$ cat src/rtl/fpga_rst_seq_pkg.sv
// Shared types and helpers for the board reset/boot sequencer.
// Holds the sequencer state encoding and counter sizing helper.
package fpga_rst_seq_pkg;

    typedef enum logic [1:0] {
        WAIT_LOCK = 2'd0,
        HOLD      = 2'd1,
        TRST_REL  = 2'd2,
        RUN       = 2'd3
    } state_e;

    function automatic int max3(input int a, input int b, input int c);
        int m;
        m = a;
        if (b > m) m = b;
        if (c > m) m = c;
        return m;
    endfunction

endpackage

$ cat src/rtl/rst_btn_debounce.sv
// Reset button synchroniser plus stable-for-N-cycles debouncer.
// Output changes only after the synced input disagrees for DEBOUNCE_CYCLES cycles.
module rst_btn_debounce #(
    parameter int SYNC_STAGES     = 2,
    parameter int DEBOUNCE_CYCLES = 16
) (
    input  logic clk_i,
    input  logic rst_ni,
    input  logic btn_i,
    output logic btn_db_o
);

    localparam int CW = $clog2(DEBOUNCE_CYCLES + 1);
    localparam logic [CW-1:0] LAST = CW'(DEBOUNCE_CYCLES - 1);

    logic [SYNC_STAGES-1:0] sync_q;
    logic [CW-1:0]          cnt_q, cnt_d;
    logic                   db_q, db_d;
    logic                   btn_s;

    assign btn_s    = sync_q[SYNC_STAGES-1];
    assign btn_db_o = db_q;

    // Any sample agreeing with the current level clears the run count.
    always_comb begin
        cnt_d = '0;
        db_d  = db_q;
        if (btn_s != db_q) begin
            if (cnt_q >= LAST) begin
                db_d = btn_s;
            end else begin
                cnt_d = cnt_q + 1'b1;
            end
        end
    end

    always_ff @(posedge clk_i or negedge rst_ni) begin
        if (!rst_ni) begin
            sync_q <= '0;
            cnt_q  <= '0;
            db_q   <= 1'b0;
        end else begin
            sync_q <= {sync_q[SYNC_STAGES-2:0], btn_i};
            cnt_q  <= cnt_d;
            db_q   <= db_d;
        end
    end

endmodule

$ cat src/rtl/fpga_reset_sequencer.sv
// Board-level reset/boot sequencer: orders JTAG TRST and SoC reset release
// after PLL lock and a debounced reset button, latching boot select.
module fpga_reset_sequencer
    import fpga_rst_seq_pkg::*;
#(
    parameter int SYNC_STAGES      = 2,
    parameter int DEBOUNCE_CYCLES  = 16,
    parameter int HOLD_CYCLES      = 64,
    parameter int TRST_LEAD_CYCLES = 8
) (
    input  logic clk_i,
    input  logic rst_ni,
    input  logic pll_locked_i,
    input  logic btn_reset_i,
    input  logic bootsel_i,
    output logic soc_rst_no,
    output logic jtag_trst_no,
    output logic bootsel_o,
    output logic ready_o
);

    localparam int CW = $clog2(
        max3(HOLD_CYCLES, TRST_LEAD_CYCLES, DEBOUNCE_CYCLES) + 1);
    localparam logic [CW-1:0] HOLD_LAST = CW'(HOLD_CYCLES - 1);
    localparam logic [CW-1:0] TRST_LAST = CW'(TRST_LEAD_CYCLES - 1);

    logic [SYNC_STAGES-1:0] lk_sync_q;
    logic [SYNC_STAGES-1:0] bs_sync_q;
    logic                   lk;
    logic                   bs_s;
    logic                   btn_db;
    logic                   btn_prev_q;
    state_e                 state_q;
    logic [CW-1:0]          cnt_q;

    assign lk   = lk_sync_q[SYNC_STAGES-1];
    assign bs_s = bs_sync_q[SYNC_STAGES-1];

    rst_btn_debounce #(
        .SYNC_STAGES    (SYNC_STAGES),
        .DEBOUNCE_CYCLES(DEBOUNCE_CYCLES)
    ) u_btn_db (
        .clk_i   (clk_i),
        .rst_ni  (rst_ni),
        .btn_i   (btn_reset_i),
        .btn_db_o(btn_db)
    );

    always_ff @(posedge clk_i or negedge rst_ni) begin
        if (!rst_ni) begin
            lk_sync_q <= '0;
            bs_sync_q <= '0;
        end else begin
            lk_sync_q <= {lk_sync_q[SYNC_STAGES-2:0], pll_locked_i};
            bs_sync_q <= {bs_sync_q[SYNC_STAGES-2:0], bootsel_i};
        end
    end

    // Lock loss outranks button and terminal count in every active state.
    always_ff @(posedge clk_i or negedge rst_ni) begin
        if (!rst_ni) begin
            state_q      <= WAIT_LOCK;
            cnt_q        <= '0;
            btn_prev_q   <= 1'b0;
            soc_rst_no   <= 1'b0;
            jtag_trst_no <= 1'b0;
            bootsel_o    <= 1'b0;
            ready_o      <= 1'b0;
        end else begin
            btn_prev_q <= btn_db;
            if (state_q != WAIT_LOCK && !lk) begin
                state_q      <= WAIT_LOCK;
                cnt_q        <= '0;
                soc_rst_no   <= 1'b0;
                jtag_trst_no <= 1'b0;
                ready_o      <= 1'b0;
            end else begin
                unique case (state_q)
                    WAIT_LOCK: begin
                        cnt_q <= '0;
                        if (lk) state_q <= HOLD;
                    end
                    HOLD: begin
                        if (btn_db) begin
                            cnt_q <= '0;
                        end else if (cnt_q >= HOLD_LAST) begin
                            state_q      <= TRST_REL;
                            cnt_q        <= '0;
                            jtag_trst_no <= 1'b1;
                            bootsel_o    <= bs_s;
                        end else begin
                            cnt_q <= cnt_q + 1'b1;
                        end
                    end
                    TRST_REL: begin
                        if (cnt_q >= TRST_LAST) begin
                            state_q    <= RUN;
                            cnt_q      <= '0;
                            soc_rst_no <= 1'b1;
                            ready_o    <= 1'b1;
                        end else begin
                            cnt_q <= cnt_q + 1'b1;
                        end
                    end
                    RUN: begin
                        if (btn_db && !btn_prev_q) begin
                            state_q      <= HOLD;
                            cnt_q        <= '0;
                            soc_rst_no   <= 1'b0;
                            jtag_trst_no <= 1'b0;
                            ready_o      <= 1'b0;
                        end
                    end
                endcase
            end
        end
    end

endmodule
$ cat config.mk
export PLATFORM = sky130hd
export DESIGN_NAME = fpga_reset_sequencer
export DESIGN_NICKNAME = d
export VERILOG_FILES = /design/src/rtl/fpga_rst_seq_pkg.sv /design/src/rtl/rst_btn_debounce.sv /design/src/rtl/fpga_reset_sequencer.sv
export SDC_FILE = /design/constraint.sdc
export NUM_CORES = 1
export LEC_CHECK = 0
export BUFFER_PORTS_ARGS = -buffer_cell sky130_fd_sc_hd__clkbuf_2
export CAP_MARGIN = 20
export CORE_UTILIZATION = 56
export CTS_BUF_LIST = sky130_fd_sc_hd__clkbuf_4
export CTS_CLUSTER_DIAMETER = 150
export DETAILED_ROUTE_END_ITERATION = 10
export HOLD_SLACK_MARGIN = 0.02
export PLACE_DENSITY_LB_ADDON = 0.25
export RECOVER_POWER = 25
export SYNTH_ARGS = -nofsm -noshare
export SYNTH_HDL_FRONTEND = slang
export SYNTH_SLANG_ARGS = --single-unit
$ cat constraint.sdc
create_clock -name clk_i -period 3 [get_ports clk_i]
set_clock_uncertainty 0.15 [all_clocks]
set_input_delay 0.3 -clock clk_i [delete_from_list [all_inputs] [get_ports clk_i]]
set_output_delay 0.3 -clock clk_i [all_outputs]
set_load 0.02 [all_outputs]
After elaboration in Yosys (flattened, before gate mapping)
Cells that the tools add are included.
{ "word_totals": {"register_bits": 25, "in_bits": 5} }
{ "op_classes": {"bitwise_logic": 2, "magnitude_cmp": 3, "muxes": 23, "n_addsub": 2, "reduce_logical": 13, "eq_ne": 9} }
{ "op_table": {"columns": ["op", "n"], "rows": [
  ["7-bit 2-to-1 mux", 5],
  ["7-bit one-hot mux with 4 select lines", 1],
  ["3-bit inequality test (second input constant)", 5],
  ["2-bit 2-to-1 mux", 6],
  ["5-bit 2-to-1 mux", 2],
  ["2-bit one-hot mux with 4 select lines", 1],
  ["4-bit AND reduction", 2],
  ["7-bit by 1-bit adder with 7-bit output (second input constant)", 1],
  ["7-bit by 3-bit greater-or-equal comparator with 1-bit output (second input constant)", 1],
  ["7-bit by 6-bit greater-or-equal comparator with 1-bit output (second input constant)", 1],
  ["1-bit 2-to-1 mux", 6],
  ["3-bit nonzero test", 2],
  ["5-bit by 1-bit adder with 5-bit output (second input constant)", 1],
  ["5-bit by 4-bit greater-or-equal comparator with 1-bit output (second input constant)", 1],
  ["5-bit AND reduction", 1],
  ["2-bit equality test (second input constant)", 2],
  ["1-bit one-hot mux with 2 select lines", 2],
  ["3-bit AND reduction", 1],
  ["2-bit by 1-bit equality test with 1-bit output (second input constant)", 1],
  ["1-bit logical AND", 2],
  ["1-bit zero test", 2],
  ["2-bit zero test", 1],
  ["1-bit inverter", 2],
  ["2-bit AND reduction", 1],
  ["2 further kinds", 2]
]} }

Depth between registers and ports, before layout
Gate-level depths: netlist of the first run.
{ "logic_depth": {"depth_word": 5, "mapped_depth": 7, "mapped_depth_nobuf": 7} }

Modules after synthesis
Synthesis of the first run repeated with hierarchy kept, for this count alone.
{ "hier_totals": {"cells_unflattened": 123, "hier_area_um2": 1257.5} }
{ "modules_own_cells": {"columns": ["module", "seq_area_each_um2", "cells_each", "area_each_um2", "n_inst"], "rows": [
  ["fpga_reset_sequencer", 425.4, 97, 935.9, 1],
  ["rst_btn_debounce", 200.2, 26, 321.6, 1]
]} }

Least setup slack after synthesis of the first run
OpenSTA, ideal clock, no wires.
{ "synth_timing": {"path_kind": "reg2reg", "from": "register state_q[0]", "to": "register cnt_q[0]", "setup_time_ns": 0.074, "slack_ns": 0.795, "t_arrival_ns": 1.981, "stages_incl_launch_ff": 8, "n_path_buf": 0, "cell_sequence": "dfrtp_1 -> inv_1 -> ha_1 -> or4b_4 -> a211oi_4 -> o21ai_2 -> or3_1 -> a21oi_2"} }
{ "synth_via": {"elab_chain_len": 3, "word_cells_on_any_way": 9, "cone_classes": "4 x eq/ne; 2 x mux; 3 x reduce/logical"} }
{ "synth_rtl": {"columns": ["element", "line_no", "source"], "rows": [
  ["from (decl)", "fpga_reset_sequencer.sv:33", "state_e state_q;"],
  ["from (signal assigned)", "fpga_reset_sequencer.sv:62", "state_q <= WAIT_LOCK;"],
  ["from (signal assigned)", "fpga_reset_sequencer.sv:72", "state_q <= WAIT_LOCK;"],
  ["from (signal assigned)", "fpga_reset_sequencer.sv:81", "if (lk) state_q <= HOLD;"],
  ["2-bit equality test (tied with other cells)", "fpga_reset_sequencer.sv:78", "unique case (state_q)"],
  ["7-bit one-hot mux with 4 select lines or 1-bit logical AND (tied branches)", "fpga_reset_sequencer.sv:78, fpga_reset_sequencer.sv:71", null],
  ["7-bit 2-to-1 mux or 3-bit inequality test (tied branches)", null, null],
  ["to (signal assigned)", "fpga_reset_sequencer.sv:92", "cnt_q <= cnt_q + 1'b1;"],
  ["to (signal assigned)", "fpga_reset_sequencer.sv:102", "cnt_q <= cnt_q + 1'b1;"],
  ["to (decl)", "fpga_reset_sequencer.sv:34", "logic [CW-1:0] cnt_q;"]
]} }
Parallel ways exist; a longest one is shown, timed or not.
A chain may end at the register's enable or synchronous reset.

Final worst setup path of the first run
Same ends and word-level chain as after synthesis.

==> impl_results.html, run 1 <==
<table>
<tr><th>Metric</th><th>Value</th></tr>
<tr><th colspan="2">Critical path</th></tr>
<tr><td>Required time at the worst-slack endpoint</td><td>3.11 ns</td></tr>
<tr><td>Crit-path max cell delay</td><td>0.48 ns</td></tr>
<tr><td>Worst path buffer plus inverter count</td><td>1</td></tr>
<tr><td>Critical path cell sequence</td><td>inv_1 -&gt; ha_1 -&gt; or4b_4 -&gt; a211oi_4 -&gt; o21ai_2 -&gt; or3_1 -&gt; a21oi_2</td></tr>
<tr><td>Slowest library cell on the worst path</td><td>or4b_4</td></tr>
<tr><td>Critical R2R Launch</td><td>state_q[0]</td></tr>
<tr><td>Internal reg-to-reg setup slack</td><td>a little under 0.6 ns</td></tr>
<tr><td>End of the critical path</td><td>cnt_q[0]</td></tr>
<tr><td>Data arrival time of the critical path</td><td>~2.5 ns</td></tr>
<tr><td>Maximum fanout along the worst path</td><td>8</td></tr>
<tr><td>Worst Reg2Reg Path Length in Cells</td><td>7</td></tr>
<tr><td>Cell type group with the largest total delay on the critical path</td><td>simple AND/OR/NAND/NOR gates</td></tr>
<tr><td>Classification of the worst setup path</td><td>reg2reg</td></tr>
<tr><td>Reg2reg end</td><td>cnt_q[0]</td></tr>
<tr><td>Category of the worst setup path launch point</td><td>register</td></tr>
<tr><td>Crit. End Element</td><td>register</td></tr>
<tr><td>Crit. path cell count</td><td>7</td></tr>
<tr><td>Critical path origin</td><td>state_q[0]</td></tr>
<tr><th colspan="2">Route</th></tr>
<tr><td>Antenna Violating Nets Remaining</td><td>0</td></tr>
<tr><td>Via count of the routed design</td><td>a little over 900</td></tr>
<tr><td>Detailed Routing Iterations Pass 1</td><td>4</td></tr>
<tr><td>Avg Vias per Cell</td><td>between 5 and 6</td></tr>
<tr><td>DRC errors left</td><td>0</td></tr>
<tr><td>Final routed wirelength across all metal layers</td><td>approximately 2.2 mm</td></tr>
<tr><td>First-iteration detailed-routing DRC count</td><td>12</td></tr>
<tr><td>Wire per inst</td><td>14.3 µm</td></tr>
<tr><th colspan="2">Timing</th></tr>
<tr><td>Setup violation total in the final timing report</td><td>0</td></tr>
<tr><td>Unrepaired setup endpoints after global routing</td><td>false</td></tr>
<tr><td>Final min period</td><td>around 2.4 ns</td></tr>
<tr><td>Slew margin rel.</td><td>14.3%</td></tr>
<tr><td>Final count of hold timing violations</td><td>0</td></tr>
<tr><td>Achievable clock frequency</td><td>416 MHz</td></tr>
<tr><td>Worst-margin pin slew</td><td>between 1 and 1.5 ns</td></tr>
<tr><td>Final TNS setup</td><td>0 ns</td></tr>
<tr><td>Period utilization</td><td>approximately four fifths</td></tr>
<tr><td>Number of max-slew violations in the final report</td><td>0</td></tr>
<tr><th colspan="2">Logic synthesis</th></tr>
<tr><td>Async set or reset register ratio after synthesis</td><td>100%</td></tr>
<tr><td>Proportion of synthesized chip area in sequential cells</td><td>51.0%</td></tr>
<tr><td>Post-synthesis cell type count</td><td>41</td></tr>
<tr><td>Synth Area per Inst</td><td>10.8 µm²</td></tr>
<tr><td>Dominant register cell in the synthesized netlist</td><td>dfrtp_1</td></tr>
<tr><td>Multiplexer fraction of the synthesized cell area</td><td>less than 1%</td></tr>
<tr><td>Compound-cell area share of the yosys netlist</td><td>18.4%</td></tr>
<tr><td>Cells after Synth</td><td>114</td></tr>
<tr><td>Post-synthesis xor/xnor area fraction</td><td>1.43%</td></tr>
<tr><td>Total nets after synthesis</td><td>126</td></tr>
<tr><td>Count of flip-flops with a built-in enable after synthesis</td><td>0</td></tr>
<tr><td>Warning count from the yosys run</td><td>0</td></tr>
<tr><td>Area share of and/or/nand/nor cells after synthesis</td><td>18.7%</td></tr>
<tr><td>Post-synthesis register bit count</td><td>25</td></tr>
<tr><td>Adder-cell share of the synthesized area</td><td>7.14%</td></tr>
<tr><td>Mapped cell area</td><td>~1200 µm²</td></tr>
<tr><td>Largest family of logic cells by synthesized area</td><td>simple AND/OR/NAND/NOR gates</td></tr>
<tr><th colspan="2">Floorplanning</th></tr>
<tr><td>Horizontal die dimension</td><td>48.8 µm</td></tr>
<tr><td>Die area</td><td>between 2000 and 2500 µm²</td></tr>
<tr><td>Placeable Area</td><td>2000 µm²</td></tr>
<tr><td>Ports</td><td>9</td></tr>
<tr><td>Initial core utilization</td><td>61.2%</td></tr>
<tr><td>Floorplan die height</td><td>48.8 µm</td></tr>
<tr><td>Number of standard-cell rows in the floorplan</td><td>16</td></tr>
<tr><th colspan="2">Cells and area</th></tr>
<tr><td>Most common cell after layout, fill and taps aside</td><td>dfrtp_1</td></tr>
<tr><td>Antenna Cells</td><td>0</td></tr>
<tr><td>Area used by sequential logic in the layout</td><td>626 µm²</td></tr>
<tr><td>Commonest cells after routing, fill and taps aside</td><td>dfrtp_1, nand2_1, a21oi_1</td></tr>
<tr><td>Multi-input gate area in the final layout</td><td>around 570 µm²</td></tr>
<tr><td>Fraction of layout instances using a drive strength above 1</td><td>19.4%</td></tr>
<tr><td>Area growth from synthesis to final layout</td><td>11.3%</td></tr>
<tr><td>Final Instance Area</td><td>1370 µm²</td></tr>
<tr><td>Number of non-filler instances in the completed layout</td><td>between 150 and 200</td></tr>
<tr><td>Count of filler cells inserted in the layout</td><td>164</td></tr>
<tr><td>Layout net count</td><td>142</td></tr>
<tr><th colspan="2">Global route</th></tr>
<tr><td>Vias in the first global route</td><td>910</td></tr>
<tr><td>Aggregate global routing overflow</td><td>0</td></tr>
<tr><td>GRT Overall Usage</td><td>21.9%</td></tr>
<tr><td>Largest net degree at the start of global routing</td><td>26</td></tr>
<tr><td>Wire length of the first global-routing pass</td><td>3.97 mm</td></tr>
<tr><td>Initial antenna violation count</td><td>0</td></tr>
<tr><th colspan="2">Outcome</th></tr>
<tr><td>Status</td><td>completed</td></tr>
<tr><th colspan="2">Power and ir drop</th></tr>
<tr><td>Pwr Density</td><td>677 nW/µm²</td></tr>
<tr><td>Static power due to leakage</td><td>a little over 0.6 nW</td></tr>
<tr><td>Maximum ir drop on the vdd rail</td><td>approximately 0.5 mV</td></tr>
<tr><td>Total power consumption of the routed design</td><td>0.924 mW</td></tr>
<tr><th colspan="2">Clock tree</th></tr>
<tr><td>Post-CTS setup buffer count</td><td>0</td></tr>
<tr><td>Clock slew seen by the registers of the worst setup and hold paths</td><td>0.13 ns</td></tr>
<tr><td>Maximum level of the CTS H-tree</td><td>1</td></tr>
<tr><td>Clock root buffer</td><td>clkbuf_4</td></tr>
<tr><td>Maximum clock path buffer count</td><td>2</td></tr>
<tr><td>Later-pin clock latency in the skew report</td><td>roughly 0.31 ns</td></tr>
<tr><td>Total clock buffers created by CTS</td><td>3</td></tr>
<tr><td>Clock sink count</td><td>25</td></tr>
<tr><td>Clock tree from TritonCTS</td><td>built</td></tr>
<tr><th colspan="2">Placement</th></tr>
<tr><td>Instance area after placement</td><td>1300 µm²</td></tr>
<tr><td>DP Cell Count</td><td>148</td></tr>
<tr><td>DP Wirelength</td><td>1.62 mm</td></tr>
<tr><td>Number of I/O port buffers</td><td>8</td></tr>
<tr><td>Final weighted congestion of routability-driven global placement</td><td>0.924</td></tr>
<tr><th colspan="2">Hold path</th></tr>
<tr><td>Hold/Removal Path Class</td><td>reg2reg</td></tr>
<tr><th colspan="2">Flow run</th></tr>
<tr><td>Max Cap Violations</td><td>0</td></tr>
</table>
flip-flops by register name, summed over array words and instances (netlist names):
signal,flops
bs_sync_q,2
cnt_q,7
u_btn_db.btn_db_o,1
u_btn_db.sync_q,2
btn_prev_q,1
bootsel_o,1
jtag_trst_no,1
state_q,2
u_btn_db.cnt_q,5
lk_sync_q,2
ready_o,1
through the flow:
stage               setup slack (ns)  util (%)  hold WS [ns]
floorplan                      0.795         -        -0.146
detailed placement             0.618      64.8         0.185
CTS                            0.594      68.3         0.222
global route                   0.485      68.2         0.227
global placement               0.713      64.8         0.182
finish                         0.596      68.2         0.218
area by class of cell:
class / count / area share [%]
flip-flops and latches: 25 / 45.8
multi-input cells: 82 / 41.8
repair buffers: 13 / 6.32
well taps: 27 / 2.47
clock buffers: 3 / 1.65
inverters: 5 / 1.37
clock inverters: 1 / 0.550
power by group:
part	total, mW	internal, mW	switching, mW
clock	0.150	0.0509	0.0996
sequential	0.412	0.373	0.0386
combinational	0.362	0.151	0.212
what timing repair did:
action,CTS,global route
resized for setup,0,0
hold endpoints to repair,28,0
hold buffers,4,0
cells in the mapped netlist, types with 2 or more instances:
cell	number	area share [%]
a31oi_1	3	1.5
o21ai_0	3	1.2
dfrtp_1	25	51
nand3_1	2	0.82
inv_1	5	1.5
xnor2_1	2	1.4
nand2_1	10	3.1
a21oi_1	10	4.1
ha_1	7	7.1
a21o_2	2	1.4
and3_2	2	1.2
or3_1	3	1.5
nor2_1	8	2.4
and3_1	2	1.0
nor3_1	2	0.82
nor4_1	3	1.5
layer usage:
metal	global-route usage, %	wire length (µm)	vias up
met5	0	0	-
met4	7.35	30	0
met3	3.12	51	5
met2	35.9	1090	13
met1	30.0	1070	448
li1	-	-	450
cells by family after synthesis:
kind of cell | count (synthesis)
mux | 1
buf+inv | 7
compound gates | 31
flops | 25
xor+xnor | 2
simple gates | 41
fa+ha+maj | 7
worst min-delay path by stage:
stage | from | end | slack [ns] | cells past startpoint
2_1_floorplan | rst_ni | bootsel_o | -0.15 | 0
3_3_place_gp | rst_ni | cnt_q[0] | 0.18 | 1
3_5_place_dp | rst_ni | cnt_q[1] | 0.18 | 1
4_1_cts | u_btn_db.sync_q[0] | u_btn_db.sync_q[1] | 0.22 | 0
5_1_grt | u_btn_db.sync_q[0] | u_btn_db.sync_q[1] | 0.23 | 0
6_report | u_btn_db.sync_q[0] | u_btn_db.sync_q[1] | 0.22 | 0
No activity file was read; power rests on OpenSTA's default activity.
==> inputs of run 2 (changes only) <==
- ABC_AREA: unset -> 1
- clock period: 3 -> 2.45 ns (I/O delays scaled with it)
==> impl_results.html, run 2 <==
<table>
<tr><th>Metric</th><th>Value</th></tr>
<tr><th colspan="2">Outcome</th></tr>
<tr><td>Status</td><td>completed</td></tr>
<tr><th colspan="2">Floorplanning</th></tr>
<tr><td>Ports</td><td>9</td></tr>
<tr><td>Number of standard-cell rows in the floorplan</td><td>16</td></tr>
<tr><td>Initial core utilization</td><td>61.5%</td></tr>
<tr><td>Placeable Area</td><td>slightly above 2000 µm²</td></tr>
<tr><td>Horizontal die dimension</td><td>49.4 µm</td></tr>
<tr><td>Floorplan die height</td><td>49.4 µm</td></tr>
<tr><td>Die area</td><td>between 2000 and 2500 µm²</td></tr>
<tr><th colspan="2">Global route</th></tr>
<tr><td>Vias in the first global route</td><td>between 900 and 1000</td></tr>
<tr><td>Initial antenna violation count</td><td>0</td></tr>
<tr><td>Wire length of the first global-routing pass</td><td>3.73 mm</td></tr>
<tr><td>GRT Overall Usage</td><td>20.3%</td></tr>
<tr><td>Aggregate global routing overflow</td><td>0</td></tr>
<tr><td>Largest net degree at the start of global routing</td><td>26</td></tr>
<tr><th colspan="2">Placement</th></tr>
<tr><td>DP Wirelength</td><td>1.58 mm</td></tr>
<tr><td>Final weighted congestion of routability-driven global placement</td><td>0.947</td></tr>
<tr><td>Number of I/O port buffers</td><td>8</td></tr>
<tr><th colspan="2">Logic synthesis</th></tr>
<tr><td>Cell type contributing the most total cell area after synthesis</td><td>dfrtp_1</td></tr>
<tr><td>Cell types with the highest counts after synthesis</td><td>dfrtp_1, nand2_1, inv_1</td></tr>
<tr><td>Yosys top cell area share</td><td>49.8%</td></tr>
<tr><td>Post-synthesis cell type count</td><td>25</td></tr>
<tr><td>Mapped cell area</td><td>roughly 1300 µm²</td></tr>
<tr><td>Proportion of synthesized chip area in sequential cells</td><td>approximately 50%</td></tr>
<tr><td>Total nets after synthesis</td><td>153</td></tr>
<tr><td>Post-synthesis register bit count</td><td>25</td></tr>
<tr><td>Async set or reset register ratio after synthesis</td><td>100%</td></tr>
<tr><td>Cells after Synth</td><td>141</td></tr>
<tr><td>Synth Area per Inst</td><td>8.91 µm²</td></tr>
<tr><td>Cells taking the most area after synthesis</td><td>dfrtp_1, nand2_1, ha_1</td></tr>
<tr><td>Count of flip-flops with a built-in enable after synthesis</td><td>0</td></tr>
<tr><td>Warning count from the yosys run</td><td>0</td></tr>
<tr><td>Dominant register cell in the synthesized netlist</td><td>dfrtp_1</td></tr>
<tr><th colspan="2">Timing</th></tr>
<tr><td>Unrepaired setup endpoints after global routing</td><td>false</td></tr>
<tr><td>Final TNS setup</td><td>0 ns</td></tr>
<tr><td>Number of max-slew violations in the final report</td><td>0</td></tr>
<tr><td>Setup violation total in the final timing report</td><td>0</td></tr>
<tr><td>Worst-margin pin slew</td><td>1.31 ns</td></tr>
<tr><td>Slew margin rel.</td><td>between 10% and 20%</td></tr>
<tr><td>Final min period</td><td>1.75 ns</td></tr>
<tr><td>Period utilization</td><td>a little under three quarters</td></tr>
<tr><td>Achievable clock frequency</td><td>roughly 570 MHz</td></tr>
<tr><td>Final count of hold timing violations</td><td>0</td></tr>
<tr><th colspan="2">Hold path</th></tr>
<tr><td>Hold/Removal Path Class</td><td>reg2reg</td></tr>
<tr><th colspan="2">Power and ir drop</th></tr>
<tr><td>Total power consumption of the routed design</td><td>1.22 mW</td></tr>
<tr><td>Static power due to leakage</td><td>0.667 nW</td></tr>
<tr><td>Pwr Density</td><td>874 nW/µm²</td></tr>
<tr><td>Maximum ir drop on the vdd rail</td><td>roughly 0.50 mV</td></tr>
<tr><th colspan="2">Cells and area</th></tr>
<tr><td>Fraction of layout instances using a drive strength above 1</td><td>16.7%</td></tr>
<tr><td>Antenna Cells</td><td>0</td></tr>
<tr><td>Area growth from synthesis to final layout</td><td>10.8%</td></tr>
<tr><td>Count of filler cells inserted in the layout</td><td>167</td></tr>
<tr><td>Layout net count</td><td>between 150 and 200</td></tr>
<tr><td>Largest registers in the final layout</td><td>cnt_q (7), u_btn_db.cnt_q (5)</td></tr>
<tr><td>Commonest cells after routing, fill and taps aside</td><td>nand2_1, dfrtp_1, inv_1</td></tr>
<tr><td>Most flops, register</td><td>cnt_q</td></tr>
<tr><td>Max FFs per register</td><td>7</td></tr>
<tr><th colspan="2">Clock tree</th></tr>
<tr><td>Number of gates resized after cts</td><td>0</td></tr>
<tr><td>Maximum clock path buffer count</td><td>2</td></tr>
<tr><td>Clock root buffer</td><td>clkbuf_4</td></tr>
<tr><td>Maximum level of the CTS H-tree</td><td>1</td></tr>
<tr><td>Clock sink count</td><td>25</td></tr>
<tr><td>Clock slew seen by the registers of the worst setup and hold paths</td><td>0.14 ns</td></tr>
<tr><td>Later-pin clock latency in the skew report</td><td>0.31 ns</td></tr>
<tr><td>Total clock buffers created by CTS</td><td>3</td></tr>
<tr><td>Clock tree from TritonCTS</td><td>built</td></tr>
<tr><th colspan="2">Critical path</th></tr>
<tr><td>Crit. End Element</td><td>register</td></tr>
<tr><td>Required time at the worst-slack endpoint</td><td>2.50 ns</td></tr>
<tr><td>Classification of the worst setup path</td><td>reg2reg</td></tr>
<tr><td>Maximum fanout along the worst path</td><td>8</td></tr>
<tr><td>Data arrival time of the critical path</td><td>1.80 ns</td></tr>
<tr><td>Category of the worst setup path launch point</td><td>register</td></tr>
<tr><th colspan="2">Route</th></tr>
<tr><td>Via count of the routed design</td><td>~950</td></tr>
<tr><td>Avg Vias per Cell</td><td>5.17</td></tr>
<tr><td>First-iteration detailed-routing DRC count</td><td>12</td></tr>
<tr><td>Detailed Routing Iterations Pass 1</td><td>4</td></tr>
<tr><td>Antenna Violating Nets Remaining</td><td>0</td></tr>
<tr><td>Wire per inst</td><td>11.3 µm</td></tr>
<tr><td>DRC errors left</td><td>0</td></tr>
<tr><td>Final routed wirelength across all metal layers</td><td>2.07 mm</td></tr>
<tr><th colspan="2">Flow run</th></tr>
<tr><td>Max Cap Violations</td><td>0</td></tr>
</table>
[run 2: changes by cell type after synthesis, moves of 3 or more]
cell / previous run / this run
a21oi_1: 10 / 3
a31oi_1: 3 / 0
inv_1: 5 / 19
nand2_1: 10 / 25
nand2_2: 0 / 3
nand3_1: 2 / 12
nor2_1: 8 / 12
nor2_2: 0 / 3
nor4_1: 3 / 0
o21ai_1: 0 / 7
or3_1: 3 / 0
[run 2: area by class of cell]
type / count / area, µm² / share of cell area (%)
multi-input combinational: 94 / 544 / 39.1
timing repair buffer: 12 / 78.8 / 5.67
sequential: 25 / 626 / 45.0
clock inverter: 1 / 7.51 / 0.540
tap: 27 / 33.8 / 2.43
clock buffer: 3 / 22.5 / 1.62
inverter: 21 / 78.8 / 5.67
[run 2: stage by stage]
stage	setup WS, ns	std cells	utilization, %	hold WS [ns]	instance area, µm²
floorplan	0.895	141	-	-0.201	1260
global route	0.487	183	68.1	0.234	1390
CTS	0.674	183	68.2	0.222	1390
detailed placement	0.702	175	64.8	0.132	1320
finish	0.699	183	68.1	0.216	1390
global placement	0.780	175	64.8	0.124	1320
[run 2: report_power, final]
group | total, mW | switching (mW) | leakage (nW) | internal [mW]
Sequential | 0.507 | 0.0434 | 0.325 | 0.463
Clock | 0.181 | 0.119 | 0.0139 | 0.0621
Combinational | 0.528 | 0.344 | 0.328 | 0.183
Total | 1.22 | 0.507 | 0.667 | 0.709
[run 2: kinds of logic after synthesis]
kind of cell | Yosys count | synth area share, %
xor+xnor | 2 | 1.39
compound gates | 19 | 8.37
buf+inv | 22 | 6.87
simple gates | 66 | 26.6
flops | 25 | 49.8
fa+ha+maj | 7 | 6.97
[run 2: per-layer routing]
layer	vias up	part of all wire, %	global-route usage [%]
met5	-	0	0
met4	0	0.58	4.41
met3	2	2.4	3.74
li1	484	-	-
met2	16	47	35.2
met1	445	50	26.2
[run 2: critical path, stage by stage (launching register included)]
cell and delay [ns]:
dfrtp_1 0.44, inv_1 0.09, ha_1 0.18, inv_1 0.07, nand2_2 0.09, inv_1 0.13, nor2_4 0.07, inv_2 0.14
nand3_1 0.13, nand2_1 0.08, o21ai_1 0.06
[run 2: final timing paths]
path                              start            to  slack (ns)  cells past startpoint
max reg2reg                  state_q[1]  jtag_trst_no        0.70                     10
min in group asynchronous        rst_ni  lk_sync_q[1]        0.57                      2
min reg2reg                bs_sync_q[0]  bs_sync_q[1]        0.22                      0
min                        bs_sync_q[0]  bs_sync_q[1]        0.22                      0
max                          state_q[1]  jtag_trst_no        0.70                     10
max in group asynchronous        rst_ni      cnt_q[3]        0.80                      2
[run 2: repair_timing]
item                                   4_1_cts  5_1_grt
hold buffers                                 4        0
buffers inserted                             0        0
endpoints found under the hold margin       28        0
setup endpoints to repair                    0        0
==> inputs of run 3 (changes only) <==
- ABC_AREA: 1 -> 0
- CORE_UTILIZATION: 56 -> 55
- clock period: 2.45 -> 1.5 ns (I/O delays scaled with it)
==> impl_results.html, run 3 <==
<table>
<tr><th>Metric</th><th>Value</th></tr>
<tr><th colspan="2">Logic synthesis</th></tr>
<tr><td>Mapped cell area</td><td>between 1000 and 1500 µm²</td></tr>
<tr><td>Async set or reset register ratio after synthesis</td><td>100%</td></tr>
<tr><td>Proportion of synthesized chip area in sequential cells</td><td>about 51%</td></tr>
<tr><td>Cell type contributing the most total cell area after synthesis</td><td>dfrtp_1</td></tr>
<tr><td>Cells after Synth</td><td>about 110</td></tr>
<tr><td>Dominant register cell in the synthesized netlist</td><td>dfrtp_1</td></tr>
<tr><td>Cell types with the highest counts after synthesis</td><td>dfrtp_1, a21oi_1, nand2_1</td></tr>
<tr><td>Post-synthesis cell type count</td><td>41</td></tr>
<tr><td>Warning count from the yosys run</td><td>0</td></tr>
<tr><td>Yosys top cell area share</td><td>51.0%</td></tr>
<tr><td>Cells taking the most area after synthesis</td><td>dfrtp_1, ha_1, a21oi_1</td></tr>
<tr><td>Count of flip-flops with a built-in enable after synthesis</td><td>0</td></tr>
<tr><td>Total nets after synthesis</td><td>126</td></tr>
<tr><td>Cell with the most instances after synthesis</td><td>dfrtp_1</td></tr>
<tr><td>Synth Area per Inst</td><td>between 10 and 15 µm²</td></tr>
<tr><td>Post-synthesis register bit count</td><td>25</td></tr>
<tr><th colspan="2">Floorplanning</th></tr>
<tr><td>Ports</td><td>9</td></tr>
<tr><td>Floorplan die height</td><td>49.2 µm</td></tr>
<tr><td>Number of standard-cell rows in the floorplan</td><td>16</td></tr>
<tr><td>Initial core utilization</td><td>60.6%</td></tr>
<tr><td>Horizontal die dimension</td><td>49.2 µm</td></tr>
<tr><th colspan="2">Outcome</th></tr>
<tr><td>Status</td><td>aborted with a tool error</td></tr>
<tr><td>Stage at which the run stopped</td><td>5_1_grt</td></tr>
<tr><td>Error message</td><td>[ERROR DPL-0038] Utilization greater than 100%, impossible to legalize</td></tr>
<tr><th colspan="2">Clock tree</th></tr>
<tr><td>Total clock buffers created by CTS</td><td>3</td></tr>
<tr><td>Clock sink count</td><td>25</td></tr>
<tr><td>Maximum level of the CTS H-tree</td><td>1</td></tr>
<tr><td>Maximum clock path buffer count</td><td>2</td></tr>
<tr><td>Clock root buffer</td><td>clkbuf_4</td></tr>
<tr><th colspan="2">Placement</th></tr>
<tr><td>Number of I/O port buffers</td><td>8</td></tr>
<tr><td>Final weighted congestion of routability-driven global placement</td><td>0.787</td></tr>
<tr><td>DP Wirelength</td><td>2.18 mm</td></tr>
<tr><th colspan="2">Timing</th></tr>
<tr><td>Kind of the worst endpoint</td><td>register data pin</td></tr>
<tr><td>Post-GRT worst EP</td><td>ready_o$_DFFE_PN0P_/D</td></tr>
<tr><th colspan="2">Global route</th></tr>
<tr><td>Largest net degree at the start of global routing</td><td>26</td></tr>
</table>
-- run 3: cell count changes after synthesis, sizes merged, moves of 4 or more --
cell,previous run,this run
nor2,17,8
inv,21,5
a21oi,3,11
nand2,30,10
nand3,14,2
o21ai,13,4
and3,0,4
-- run 3: cell families after synthesis --
logic type,synth area share [%]
AND/OR/NAND/NOR,18.7
buffers and inverters,2.45
flip-flops,51.0
XOR/XNOR,1.43
multiplexers,0.918
adder cells (fa/ha/maj),7.14
AO/OA/AOI/OAI,18.4
-- run 3: timing repair --
item | CTS
endpoints found under the setup margin | 17
gates resized for setup | 24
pin swaps | 8
hold buffers | 4
setup buffers | 9
endpoints found under the hold margin | 28
cloned | 1
-- run 3: metrics by stage --
| step | cells | setup TNS (ns) | area, µm² | setup slack (ns) | util (%) |
|---|---|---|---|---|---|
| after CTS | 199 | -6.21 | 1850 | -0.636 | 91.5 |
| after detailed placement | 181 | -6.45 | 1590 | -0.637 | 78.7 |
| after global placement | 181 | -5.33 | 1590 | -0.577 | 78.7 |
| after floorplan | 114 | -4.90 | 1270 | -0.607 | - |
==> inputs of run 4 (changes only) <==
- CORE_AREA: unset -> 2 2 63 65
- CORE_UTILIZATION: 55 -> unset
- CTS_BUF_LIST: sky130_fd_sc_hd__clkbuf_4 -> unset
- CTS_CLUSTER_DIAMETER: 150 -> unset
- DIE_AREA: unset -> 0 0 65 67
- HOLD_SLACK_MARGIN: 0.02 -> unset
- PLACE_DENSITY_LB_ADDON: 0.25 -> 0.15
- clock period: 1.5 -> 1.95 ns (I/O delays scaled with it)
==> impl_results.html, run 4 (synthesis results as in run 1) <==
<table>
<tr><th>Metric</th><th>Value</th></tr>
<tr><th colspan="2">Outcome</th></tr>
<tr><td>Failing checks</td><td>setup timing</td></tr>
<tr><td>Status</td><td>finished, violations left</td></tr>
<tr><th colspan="2">Clock tree</th></tr>
<tr><td>Clock tree from TritonCTS</td><td>built</td></tr>
<tr><td>Total clock buffers created by CTS</td><td>3</td></tr>
<tr><td>Later-pin clock latency in the skew report</td><td>0.27 ns</td></tr>
<tr><td>Maximum clock path buffer count</td><td>2</td></tr>
<tr><td>Clock slew seen by the registers of the worst setup and hold paths</td><td>0.09 ns</td></tr>
<tr><td>Maximum level of the CTS H-tree</td><td>1</td></tr>
<tr><td>Clock sink count</td><td>25</td></tr>
<tr><td>Clock root buffer</td><td>clkbuf_8</td></tr>
<tr><th colspan="2">Cells and area</th></tr>
<tr><td>Most flops, register</td><td>cnt_q</td></tr>
<tr><td>Commonest cells after routing, fill and taps aside</td><td>buf_4, dfrtp_1, nand2_1</td></tr>
<tr><td>Layout net count</td><td>175</td></tr>
<tr><td>Final Instance Area</td><td>1820 µm²</td></tr>
<tr><td>Multi-input gate area in the final layout</td><td>713 µm²</td></tr>
<tr><td>Max FFs per register</td><td>7</td></tr>
<tr><td>Antenna Cells</td><td>0</td></tr>
<tr><td>Count of filler cells inserted in the layout</td><td>340</td></tr>
<tr><td>Area growth from synthesis to final layout</td><td>48.8%</td></tr>
<tr><td>Fraction of layout instances using a drive strength above 1</td><td>47.5%</td></tr>
<tr><td>Area used by sequential logic in the layout</td><td>roughly 630 µm²</td></tr>
<tr><td>Largest registers in the final layout</td><td>cnt_q (7), u_btn_db.cnt_q (5)</td></tr>
<tr><td>Most common cell after layout, fill and taps aside</td><td>buf_4</td></tr>
<tr><th colspan="2">Placement</th></tr>
<tr><td>Instance area after placement</td><td>1520 µm²</td></tr>
<tr><td>DP Wirelength</td><td>a little over 2 mm</td></tr>
<tr><td>Number of I/O port buffers</td><td>8</td></tr>
<tr><td>Final weighted congestion of routability-driven global placement</td><td>0.752</td></tr>
<tr><th colspan="2">Floorplanning</th></tr>
<tr><td>Number of standard-cell rows in the floorplan</td><td>22</td></tr>
<tr><td>Placeable Area</td><td>3610 µm²</td></tr>
<tr><td>Horizontal die dimension</td><td>between 60 and 70 µm</td></tr>
<tr><td>Floorplan die height</td><td>67 µm</td></tr>
<tr><td>Initial core utilization</td><td>34.0%</td></tr>
<tr><td>Die area</td><td>4360 µm²</td></tr>
<tr><td>Ports</td><td>9</td></tr>
<tr><th colspan="2">Critical path</th></tr>
<tr><td>Critical path cell sequence</td><td>inv_2 -&gt; ha_4 -&gt; or4b_4 -&gt; a211oi_4 -&gt; buf_4 -&gt; buf_6 -&gt; o2111ai_1 -&gt; a21oi_1</td></tr>
<tr><td>Category of the worst setup path launch point</td><td>register</td></tr>
<tr><td>Reg2reg end</td><td>cnt_q[1]</td></tr>
<tr><td>Crit-path max cell delay</td><td>0.47 ns</td></tr>
<tr><td>Internal reg-to-reg setup slack</td><td>-0.17 ns</td></tr>
<tr><td>Required time at the worst-slack endpoint</td><td>2.00 ns</td></tr>
<tr><td>Maximum fanout along the worst path</td><td>4</td></tr>
<tr><td>Data arrival time of the critical path</td><td>2.17 ns</td></tr>
<tr><td>Slowest library cell on the worst path</td><td>or4b_4</td></tr>
<tr><td>Worst Reg2Reg Path Length in Cells</td><td>8</td></tr>
<tr><td>Classification of the worst setup path</td><td>reg2reg</td></tr>
<tr><td>Crit. End Element</td><td>register</td></tr>
<tr><td>Critical R2R Launch</td><td>state_q[0]</td></tr>
<tr><th colspan="2">Route</th></tr>
<tr><td>Detailed Routing Iterations Pass 1</td><td>4</td></tr>
<tr><td>Final routed wirelength across all metal layers</td><td>about 3 mm</td></tr>
<tr><td>Avg Vias per Cell</td><td>approximately 5.2</td></tr>
<tr><td>Antenna Violating Nets Remaining</td><td>0</td></tr>
<tr><td>First-iteration detailed-routing DRC count</td><td>24</td></tr>
<tr><td>DRC errors left</td><td>0</td></tr>
<tr><td>Wire per inst</td><td>between 10 and 15 µm</td></tr>
<tr><td>Via count of the routed design</td><td>roughly 1100</td></tr>
<tr><th colspan="2">Global route</th></tr>
<tr><td>Global routing met3 resource utilization</td><td>around 3%</td></tr>
<tr><td>Vias in the first global route</td><td>~1100</td></tr>
<tr><td>Aggregate global routing overflow</td><td>0</td></tr>
<tr><td>Global-route met2 utilization</td><td>28.9%</td></tr>
<tr><td>Global Route met1 Usage</td><td>18.3%</td></tr>
<tr><td>Gr busiest metal</td><td>met2</td></tr>
<tr><td>GRT Overall Usage</td><td>15.9%</td></tr>
<tr><td>Largest net degree at the start of global routing</td><td>26</td></tr>
<tr><td>Initial antenna violation count</td><td>0</td></tr>
<tr><td>Wire length of the first global-routing pass</td><td>5.10 mm</td></tr>
<tr><th colspan="2">Timing</th></tr>
<tr><td>Achievable clock frequency</td><td>471 MHz</td></tr>
<tr><td>Final count of hold timing violations</td><td>0</td></tr>
<tr><td>Worst-margin pin slew</td><td>0.628 ns</td></tr>
<tr><td>Period utilization</td><td>109%</td></tr>
<tr><td>Slew margin rel.</td><td>roughly 58%</td></tr>
<tr><td>Unrepaired setup endpoints after global routing</td><td>true</td></tr>
<tr><td>Slack of the critical path</td><td>-0.174 ns</td></tr>
<tr><td>Number of max-slew violations in the final report</td><td>0</td></tr>
<tr><td>Setup violation total in the final timing report</td><td>10</td></tr>
<tr><td>Final min period</td><td>2.12 ns</td></tr>
<tr><th colspan="2">Flow run</th></tr>
<tr><td>Max Cap Violations</td><td>0</td></tr>
<tr><th colspan="2">Hold path</th></tr>
<tr><td>Worst hold path startpoint</td><td>bs_sync_q[0]</td></tr>
<tr><td>Depth of the worst hold-timing path</td><td>0</td></tr>
<tr><td>Endpoint of the worst hold path</td><td>bs_sync_q[1]</td></tr>
<tr><td>Hold/Removal Path Class</td><td>reg2reg</td></tr>
<tr><th colspan="2">Power and ir drop</th></tr>
<tr><td>Maximum ir drop on the vdd rail</td><td>0.449 mV</td></tr>
<tr><td>Total power consumption of the routed design</td><td>~2.0 mW</td></tr>
<tr><td>Pwr Density</td><td>1120 nW/µm²</td></tr>
<tr><td>Static power due to leakage</td><td>just under 0.8 nW</td></tr>
</table>
## run 4: layout make-up
class	count	area share (%)
Tap cell	48	3.29
Multi-Input combinational cell	82	39.1
Clock buffer	4	2.47
Timing Repair Buffer	46	19.7
Inverter	5	1.03
Sequential cell	25	34.4
## run 4: critical path: cells and delay by family, from the launching register on
kind,cells,cell delay [ns]
flops,1,0.42
simple gates,1,0.47
compound gates,3,0.55
fa+ha+maj,1,0.12
buf+inv,3,0.35
## run 4: how the worst max path moves through the flow
stage | startpoint | to | slack [ns] | cells after the start
floorplan | state_q[0] | cnt_q[0] | -0.16 | 7
global placement | state_q[1] | cnt_q[0] | -0.24 | 7
detailed placement | state_q[0] | cnt_q[0] | -0.27 | 7
CTS | state_q[0] | cnt_q[0] | -0.27 | 7
global route | state_q[0] | cnt_q[1] | -0.26 | 8
finish | state_q[0] | cnt_q[1] | -0.17 | 8
## run 4: report_power, final
group	total, mW	internal [mW]	leakage, nW	switching (mW)
Clock	0.316	0.146	0.0228	0.170
Sequential	0.628	0.577	0.325	0.0506
Combinational	1.11	0.591	0.442	0.515
## run 4: metrics by stage
| stage | std cells | setup slack [ns] | TNS, ns | hold WS [ns] | utilization (%) |
|---|---|---|---|---|---|
| CTS | 209 | -0.271 | -1.52 | 0.207 | 49.8 |
| global placement | 190 | -0.244 | -1.43 | 0.0952 | 42.3 |
| floorplan | 114 | -0.157 | -0.486 | -0.251 | - |
| finish | 210 | -0.174 | -1.10 | 0.203 | 50.6 |
| global route | 210 | -0.261 | -2.10 | 0.216 | 50.6 |
| detailed placement | 190 | -0.272 | -1.96 | 0.104 | 42.3 |
## run 4: what timing repair did
action,CTS,global route
buffers inserted,13,1
endpoints found under the hold margin,28,0
hold buffers,4,0
resized for setup,23,5
pin swaps,16,6
endpoints found under the setup margin,10,15
## run 4: routing by layer
| metal | vias up | share of wire [%] |
|---|---|---|
| met1 | 554 | 42 |
| met3 | 7 | 3.3 |
| met2 | 17 | 53 |
| met4 | 0 | 1.9 |
| met5 | - | 0 |
| li1 | 513 | - |
